===== src/rtl/safe_intc_requester.sv =====
// Turns single-cycle service events into a held level interrupt toward selected cores,
// released by the intc_ack level. Optional request timeout: define SAFE_INTC_REQ_TIMEOUT_EN.
module safe_intc_requester #(
    parameter int NCORES    = 3,
    parameter int PEND_W    = 4,
    parameter int TIMEOUT_W = 16
) (
    input  logic                 clk_i,
    input  logic                 rst_ni,
    input  logic                 req_i,
    input  logic [NCORES-1:0]    target_mask_i,
    input  logic                 ack_i,
    input  logic [TIMEOUT_W-1:0] timeout_i,
    input  logic                 ovf_clr_i,
    output logic [NCORES-1:0]    intc_o,
    output logic                 busy_o,
    output logic [PEND_W-1:0]    pend_cnt_o,
    output logic                 overflow_o,
    output logic                 timeout_o
);
    typedef enum logic [1:0] {IDLE, ASSERT, RELEASE} state_t;

    localparam logic [PEND_W-1:0] PEND_MAX = '1;

    state_t            state_reg;
    logic [NCORES-1:0] mask_reg;
    logic [NCORES-1:0] intc_reg;
    logic              busy_reg;
    logic [PEND_W-1:0] pend_reg;
    logic              ovf_reg;
    logic              launch;
    logic              expire;
    logic              done;

    // A new request may only launch once software has dropped the previous ack.
    assign launch = (state_reg == IDLE) && (pend_reg != '0) && !ack_i;

`ifdef SAFE_INTC_REQ_TIMEOUT_EN
    logic [TIMEOUT_W-1:0] timer_reg;
    logic                 tmo_reg;

    // Ack wins over an expiry landing in the same cycle.
    assign expire = (state_reg == ASSERT) && !ack_i && (timer_reg == TIMEOUT_W'(1));

    always_ff @(posedge clk_i) begin
        if (!rst_ni) begin
            timer_reg <= '0;
            tmo_reg   <= 1'b0;
        end else begin
            tmo_reg <= expire;
            if (launch)
                timer_reg <= timeout_i;
            else if (state_reg == ASSERT && timer_reg != '0)
                timer_reg <= timer_reg - TIMEOUT_W'(1);
        end
    end

    assign timeout_o = tmo_reg;
`else
    logic unused_timeout;

    assign unused_timeout = ^timeout_i;
    assign expire         = 1'b0;
    assign timeout_o      = 1'b0;
`endif

    assign done = (state_reg == ASSERT) && (ack_i || expire);

    always_ff @(posedge clk_i) begin
        if (!rst_ni) begin
            state_reg <= IDLE;
            mask_reg  <= '0;
            intc_reg  <= '0;
            busy_reg  <= 1'b0;
        end else begin
            case (state_reg)
                IDLE: begin
                    if (launch) begin
                        state_reg <= ASSERT;
                        mask_reg  <= target_mask_i;
                        intc_reg  <= target_mask_i;
                        busy_reg  <= 1'b1;
                    end
                end
                ASSERT: begin
                    if (ack_i) begin
                        state_reg <= RELEASE;
                        intc_reg  <= '0;
                    end else if (expire) begin
                        state_reg <= IDLE;
                        intc_reg  <= '0;
                        busy_reg  <= 1'b0;
                    end else begin
                        intc_reg  <= mask_reg;
                    end
                end
                RELEASE: begin
                    if (!ack_i) begin
                        state_reg <= IDLE;
                        busy_reg  <= 1'b0;
                    end
                end
                default: begin
                    state_reg <= IDLE;
                    intc_reg  <= '0;
                    busy_reg  <= 1'b0;
                end
            endcase
        end
    end

    // Overflow only flags events actually lost; a same-cycle completion makes room.
    always_ff @(posedge clk_i) begin
        if (!rst_ni) begin
            pend_reg <= '0;
            ovf_reg  <= 1'b0;
        end else begin
            case ({req_i, done})
                2'b10: begin
                    if (pend_reg == PEND_MAX)
                        ovf_reg <= 1'b1;
                    else
                        pend_reg <= pend_reg + PEND_W'(1);
                end
                2'b01:   pend_reg <= pend_reg - PEND_W'(1);
                default: pend_reg <= pend_reg;
            endcase
            if (ovf_clr_i && !(req_i && !done && pend_reg == PEND_MAX))
                ovf_reg <= 1'b0;
        end
    end

    assign intc_o     = intc_reg;
    assign busy_o     = busy_reg;
    assign pend_cnt_o = pend_reg;
    assign overflow_o = ovf_reg;

endmodule


===== config.mk =====
export PLATFORM = sky130hd
export DESIGN_NAME = safe_intc_requester
export DESIGN_NICKNAME = d
export VERILOG_FILES = /design/src/rtl/safe_intc_requester.sv
export SDC_FILE = /design/constraint.sdc
export NUM_CORES = 1
export LEC_CHECK = 0
export BUFFER_PORTS_ARGS = -buffer_cell sky130_fd_sc_hd__buf_2
export CORE_MARGIN = 2
export CORE_UTILIZATION = 46
export CTS_CLUSTER_DIAMETER = 50
export CTS_CLUSTER_SIZE = 14
export DETAILED_ROUTE_END_ITERATION = 12
export HOLD_SLACK_MARGIN = 0.15
export PLACE_DENSITY = 0.89
export SLEW_MARGIN = 5
export SYNTH_ARGS = -nofsm -noshare
export SYNTH_HDL_FRONTEND = slang
export SYNTH_SLANG_ARGS = --single-unit

===== constraint.sdc =====
create_clock -name clk_i -period 2.8 [get_ports clk_i]
set_input_delay 0.56 -clock clk_i [delete_from_list [all_inputs] [get_ports clk_i]]
set_output_delay 0.56 -clock clk_i [all_outputs]
set_load 0.02 [all_outputs]

Word-level counts from Yosys, hierarchy flattened
Cells that the tools add are included.

$add $sub $neg: 2. Eq/ne operators: 9. Muxes and demuxes: 12. Bitwise operators: 3. Reductions and logical operators: 19.

Operators by type and width (number): case mux 3 bit (3 select lines) (1); != test 2 bit (second input constant) (4); case mux 4 bit (2 select lines) (1); AND reduction 2 bit (4); logical AND 1 bit (6); 2-to-1 mux 2 bit (3); 2-to-1 mux 3 bit (2); case mux 2 bit (3 select lines) (1); AND reduction 3 bit (2); adder 4 x 1 -> 4 bit (second input constant) (1); == test 2 x 1 -> 1 bit (second input constant) (2); == test 2 bit (second input constant) (2); == test 4 bit (second input constant) (1); 2-to-1 mux 4 bit (1); nonzero test 4 bit (1); subtractor 4 x 1 -> 4 bit (second input constant) (1); zero test 1 bit (3); inverter 1 bit (3); case mux 1 bit (3 select lines) (1); zero test 2 bit (1); 2-to-1 mux 1 bit (2); nonzero test 2 bit (1); OR reduction 2 bit (1).

Register bits after elaboration: 14. Input port bits: 24. Output and inout bits: 10. Word-level logic and storage cells: 51.

Logic depth before layout (Yosys ltp)
Depth after elaboration: 8. Depth in mapped cells: 8. Depth with buffers taken out: 7.

Least setup slack after synthesis
Ideal clock, no wire load.

Kind: input to register. Start point: input port ack_i. End point: register pend_reg[2] (netlist: pend_cnt_o[2]). Library setup time: 121 ps. Arrival time: 1626 ps. Required time: 2679 ps. Slack: 1053 ps. Cell stages on the path: 7. Buffers on the path: 0. Cells stage by stage: nand3b_1 -> nor2_1 -> xor2_1 -> ha_1 -> nor4_1 -> a21oi_1 -> mux2i_1.

Longest elaborated chain between the ends: 4. Elaborated cells on any way between the ends: 7. Those cells by class: 3 x eq/ne; 1 x mux; 3 x reduce/logical.

Ends and longest elaborated chain: start: declaration (RTL line 12) `input logic ack_i,`; logical AND 1 bit * (RTL line 67) `assign done = (state_reg == ASSERT) && (ack_i || expire);`; == test 2 bit / == test 2 x 1 -> 1 bit (equally long branches) (RTL line 118) `case ({req_i, done})`; != test 2 bit (no source line) / nonzero test 2 bit (equally long branches); AND reduction 2 bit (no source line); end signal: assignment (RTL line 123) `pend_reg <= pend_reg + PEND_W'(1);`; end signal: assignment (RTL line 125) `2'b01: pend_reg <= pend_reg - PEND_W'(1);`; end signal: assignment (RTL line 126) `default: pend_reg <= pend_reg;`; end: declaration (RTL line 29) `logic [PEND_W-1:0] pend_reg;`.

Mark *: on every way between the ends. The rest lies on a longest branch, timed or not. A chain may end at the register's enable or synchronous reset.

Worst setup path after layout
Start point: register state_reg[0]. End point: register pend_reg[2] (netlist: pend_cnt_o[2]).

Longest elaborated chain between the ends: 5. Elaborated cells on any way between the ends: 8. Those cells by class: 4 x eq/ne; 1 x mux; 3 x reduce/logical.

Ends and longest elaborated chain: start: declaration (RTL line 25) `state_t state_reg;`; start signal: assignment (RTL line 71) `state_reg <= IDLE;`; start signal: assignment (RTL line 79) `state_reg <= ASSERT;`; start signal: assignment (RTL line 87) `state_reg <= RELEASE;`; == test 2 x 1 -> 1 bit * (RTL line 67); logical AND 1 bit * (RTL line 67); == test 2 bit / == test 2 x 1 -> 1 bit (equally long branches) (RTL line 118); != test 2 bit (no source line) / nonzero test 2 bit (equally long branches); AND reduction 2 bit (no source line).

Marks and branches as above.

==> flow_metrics.py <==
metrics = {
    "finish": {
        "final_util": 0.542,
        "area_growth_pct": 13.7,
        "largest_register_ffs": 4,
        "antenna_cells": 0,
        "final_net_count": 122,
        "drive_above_1_share": 0.229,
    },
    "power": {
        "comb_power_share": 0.200,
        "power.leakage_uw": 0.000385,
        "p_sw_frac": 0.289,
        "switchingPower_uw": 136,
        "p_seq_frac": 0.492,
        "clkPwrFrac": 0.308,
        "vdd_ir_drop_max_uv": 291,
        "powerDensity_nw_per_um2": 593,
        "cell_internal_pwr_uw": 336,
    },
    "detailed_routing": {
        "routed_wl_um": 1280,
        "via_per_inst": 5.31,
        "wl_per_cell_um": 11.4,
        "drc": 0,
        "dr.pass1.iters": 4,
        "vias": 595,
        "drtIter0Drc": 9,
        "ant_nets": 0,
    },
    "yosys": {
        "syn_area_per_cell_um2": 8.65,
        "netlist_top_cells_count": "dfxtp_1, nand2_1, mux2i_1",
        "syn_inst": 81,
        "ys_dominant_reg_cell": "dfxtp_1",
        "syn_nets": 106,
        "ys_ff_latch": 14,
        "async_flop_share": 0,
        "synth_area_um2": 701,
        "synth_edf_count": 0,
        "yosys_warnings": 0,
        "yosysTopAreaCellShare": 0.400,
        "synth_cell_type_count": 30,
        "synth_top_area_cell": "dfxtp_1",
        "synthMostInstantiatedCell": "dfxtp_1",
        "synthTopCellsByArea": "dfxtp_1, mux2i_1, nand2_1",
        "yosysSeqAreaShare": 0.400,
    },
    "cts": {
        "cts_tree": "done",
        "cts_setup_buffers": 0,
        "clk_path_buf_depth": 2,
        "numClockSinks": 14,
        "clock_latency_ns": 0.28,
        "post_cts_resized": 0,
        "clkTransAtPathRegs_ns": 0.09,
        "cts-htree-levels": 1,
        "cts_hold_buffers": 0,
        "numCtsBuffers": 3,
        "cts_root_buf": "clkbuf_4",
    },
    "setup_path": {
        "cpPeakStageDelay_ns": 0.47,
        "slowest_stage": "dfxtp_1",
        "cp-start-kind": "flop",
        "critPathTopFamily": "simple AND/OR/NAND/NOR gates",
        "cp_cell_sequence": "nand3b_1 -> nor2_1 -> xor2_1 -> ha_1 -> nor4_1 -> a21oi_1 -> mux2i_1",
        "critPathKind": "reg -> reg",
        "crit_buf_inv": 0,
        "critPathRequiredTime_ns": 2.98,
        "worstPathMaxFanout": 8,
        "critPathCaptureType": "flop",
        "critPathArrivalTime_ns": 2.08,
        "r2r_setup_slack_ns": 0.89,
    },
    "die": {
        "core_region_area_um2": 1470,
        "rows": 14,
        "initial_core_util": 0.476,
        "die-area_um2": 1850,
        "fp.dieH_um": 43.0,
        "io_pins": 34,
        "fp.dieW_um": 43.0,
    },
    "timing": {
        "fin_skew_ns": 0.00659,
        "setup_viol": 0,
        "final_max_slew_viol_count": 0,
        "rsz0062_at_grt": "false",
        "hold_violations": 0,
        "max_freq_ghz": 0.524,
        "period_needed_ns": 1.91,
        "fin_crit_sh": 0.681,
        "fin_tns_setup_ns": 0,
    },
    "global_routing": {
        "grt-ovfl-total": 0,
        "antenna_found_initial": 0,
        "grt_pass1_wl_um": 2120,
        "grt_max_degree": 11,
        "grt_pass1_vias": 522,
        "grt_usage": 0.154,
    },
    "placed_design": {
        "place.gp.congestion": 0.763,
        "dpl.hpwl_um": 996,
        "io_buffers": 16,
    },
    "status": {
        "run_status": "finished clean",
    },
    "hold_path": {
        "hp-class": "reg -> reg",
    },
    "job": {
        "cap_violations": 0,
    },
}
-- final cells by class --
cell class / count / area [um2]
clock buffer: 4 / 36.3
fill: 145 / 674
inverter: 4 / 15.0
multi-input combinational: 58 / 365
sequential: 14 / 280
tap: 16 / 20.0
timing repair buffer: 16 / 80.1
-- power groups by stage --
stage / sequential [uW] / clock [uW] / combinational, uW
6_report: 232 / 146 / 94.6
5_1_grt: 235 / 159 / 104
4_1_cts: 233 / 151 / 95.1
3_5_place_dp: 237 / 0 / 94.9
3_3_place_gp: 235 / 0 / 92.3
2_1_floorplan: 244 / 0 / 69.7
-- kinds of logic after synthesis --
kind of cell    synth area share
xor+xnor                  0.0250
compound gates             0.127
other cells              0.00535
buf+inv                   0.0786
mux                        0.114
fa+ha+maj                 0.0179
flops                      0.400
simple gates               0.232
-- per-stage QoR --
step                      power (uW)  cells  hold WS, ns  instance area [um2]  worst slack [ns]
after floorplan                  314     81        0.463                  701              1.05
after global placement           327    108        0.447                  761             0.780
after detailed placement         332    108        0.457                  761             0.690
after CTS                        479    112        0.471                  797             0.905
after global routing             498    112        0.489                  797             0.787
final                            473    112        0.466                  797             0.893
-- metal layers --
layer	global-route usage	vias up	wire (um)
met3	0.0255	2	72
met1	0.183	265	589
met4	0.0909	0	4
met5	0	-	0
met2	0.258	15	614
li1	-	313	-
-- cell usage in the layout, fill, tap and decap left out, types with 2 or more instances in the layout --
cell type	n
clkbuf_4	3
o2bb2ai_1	3
dfxtp_1	14
buf_2	16
a21oi_1	4
nand2_1	13
inv_1	3
o21ai_0	2
mux2i_1	8
nor2_1	6
nor4_1	3
nor3_1	3
-- worst min-delay path: cells and delay by family (launching register included) --
family / cells / cell delay, ns
flops: 1 / 0.32
simple gates: 1 / 0.05
mux: 1 / 0.06
-- worst paths after layout --
check / from / to / cells after the start
setup / recovery: state_reg[0] / pend_cnt_o[2] / 7
hold / removal: intc_o[1] / intc_o[1] / 2
setup reg to reg: state_reg[0] / pend_cnt_o[2] / 7
hold reg to reg: intc_o[1] / intc_o[1] / 2
Power figures use the tool's default switching activity.
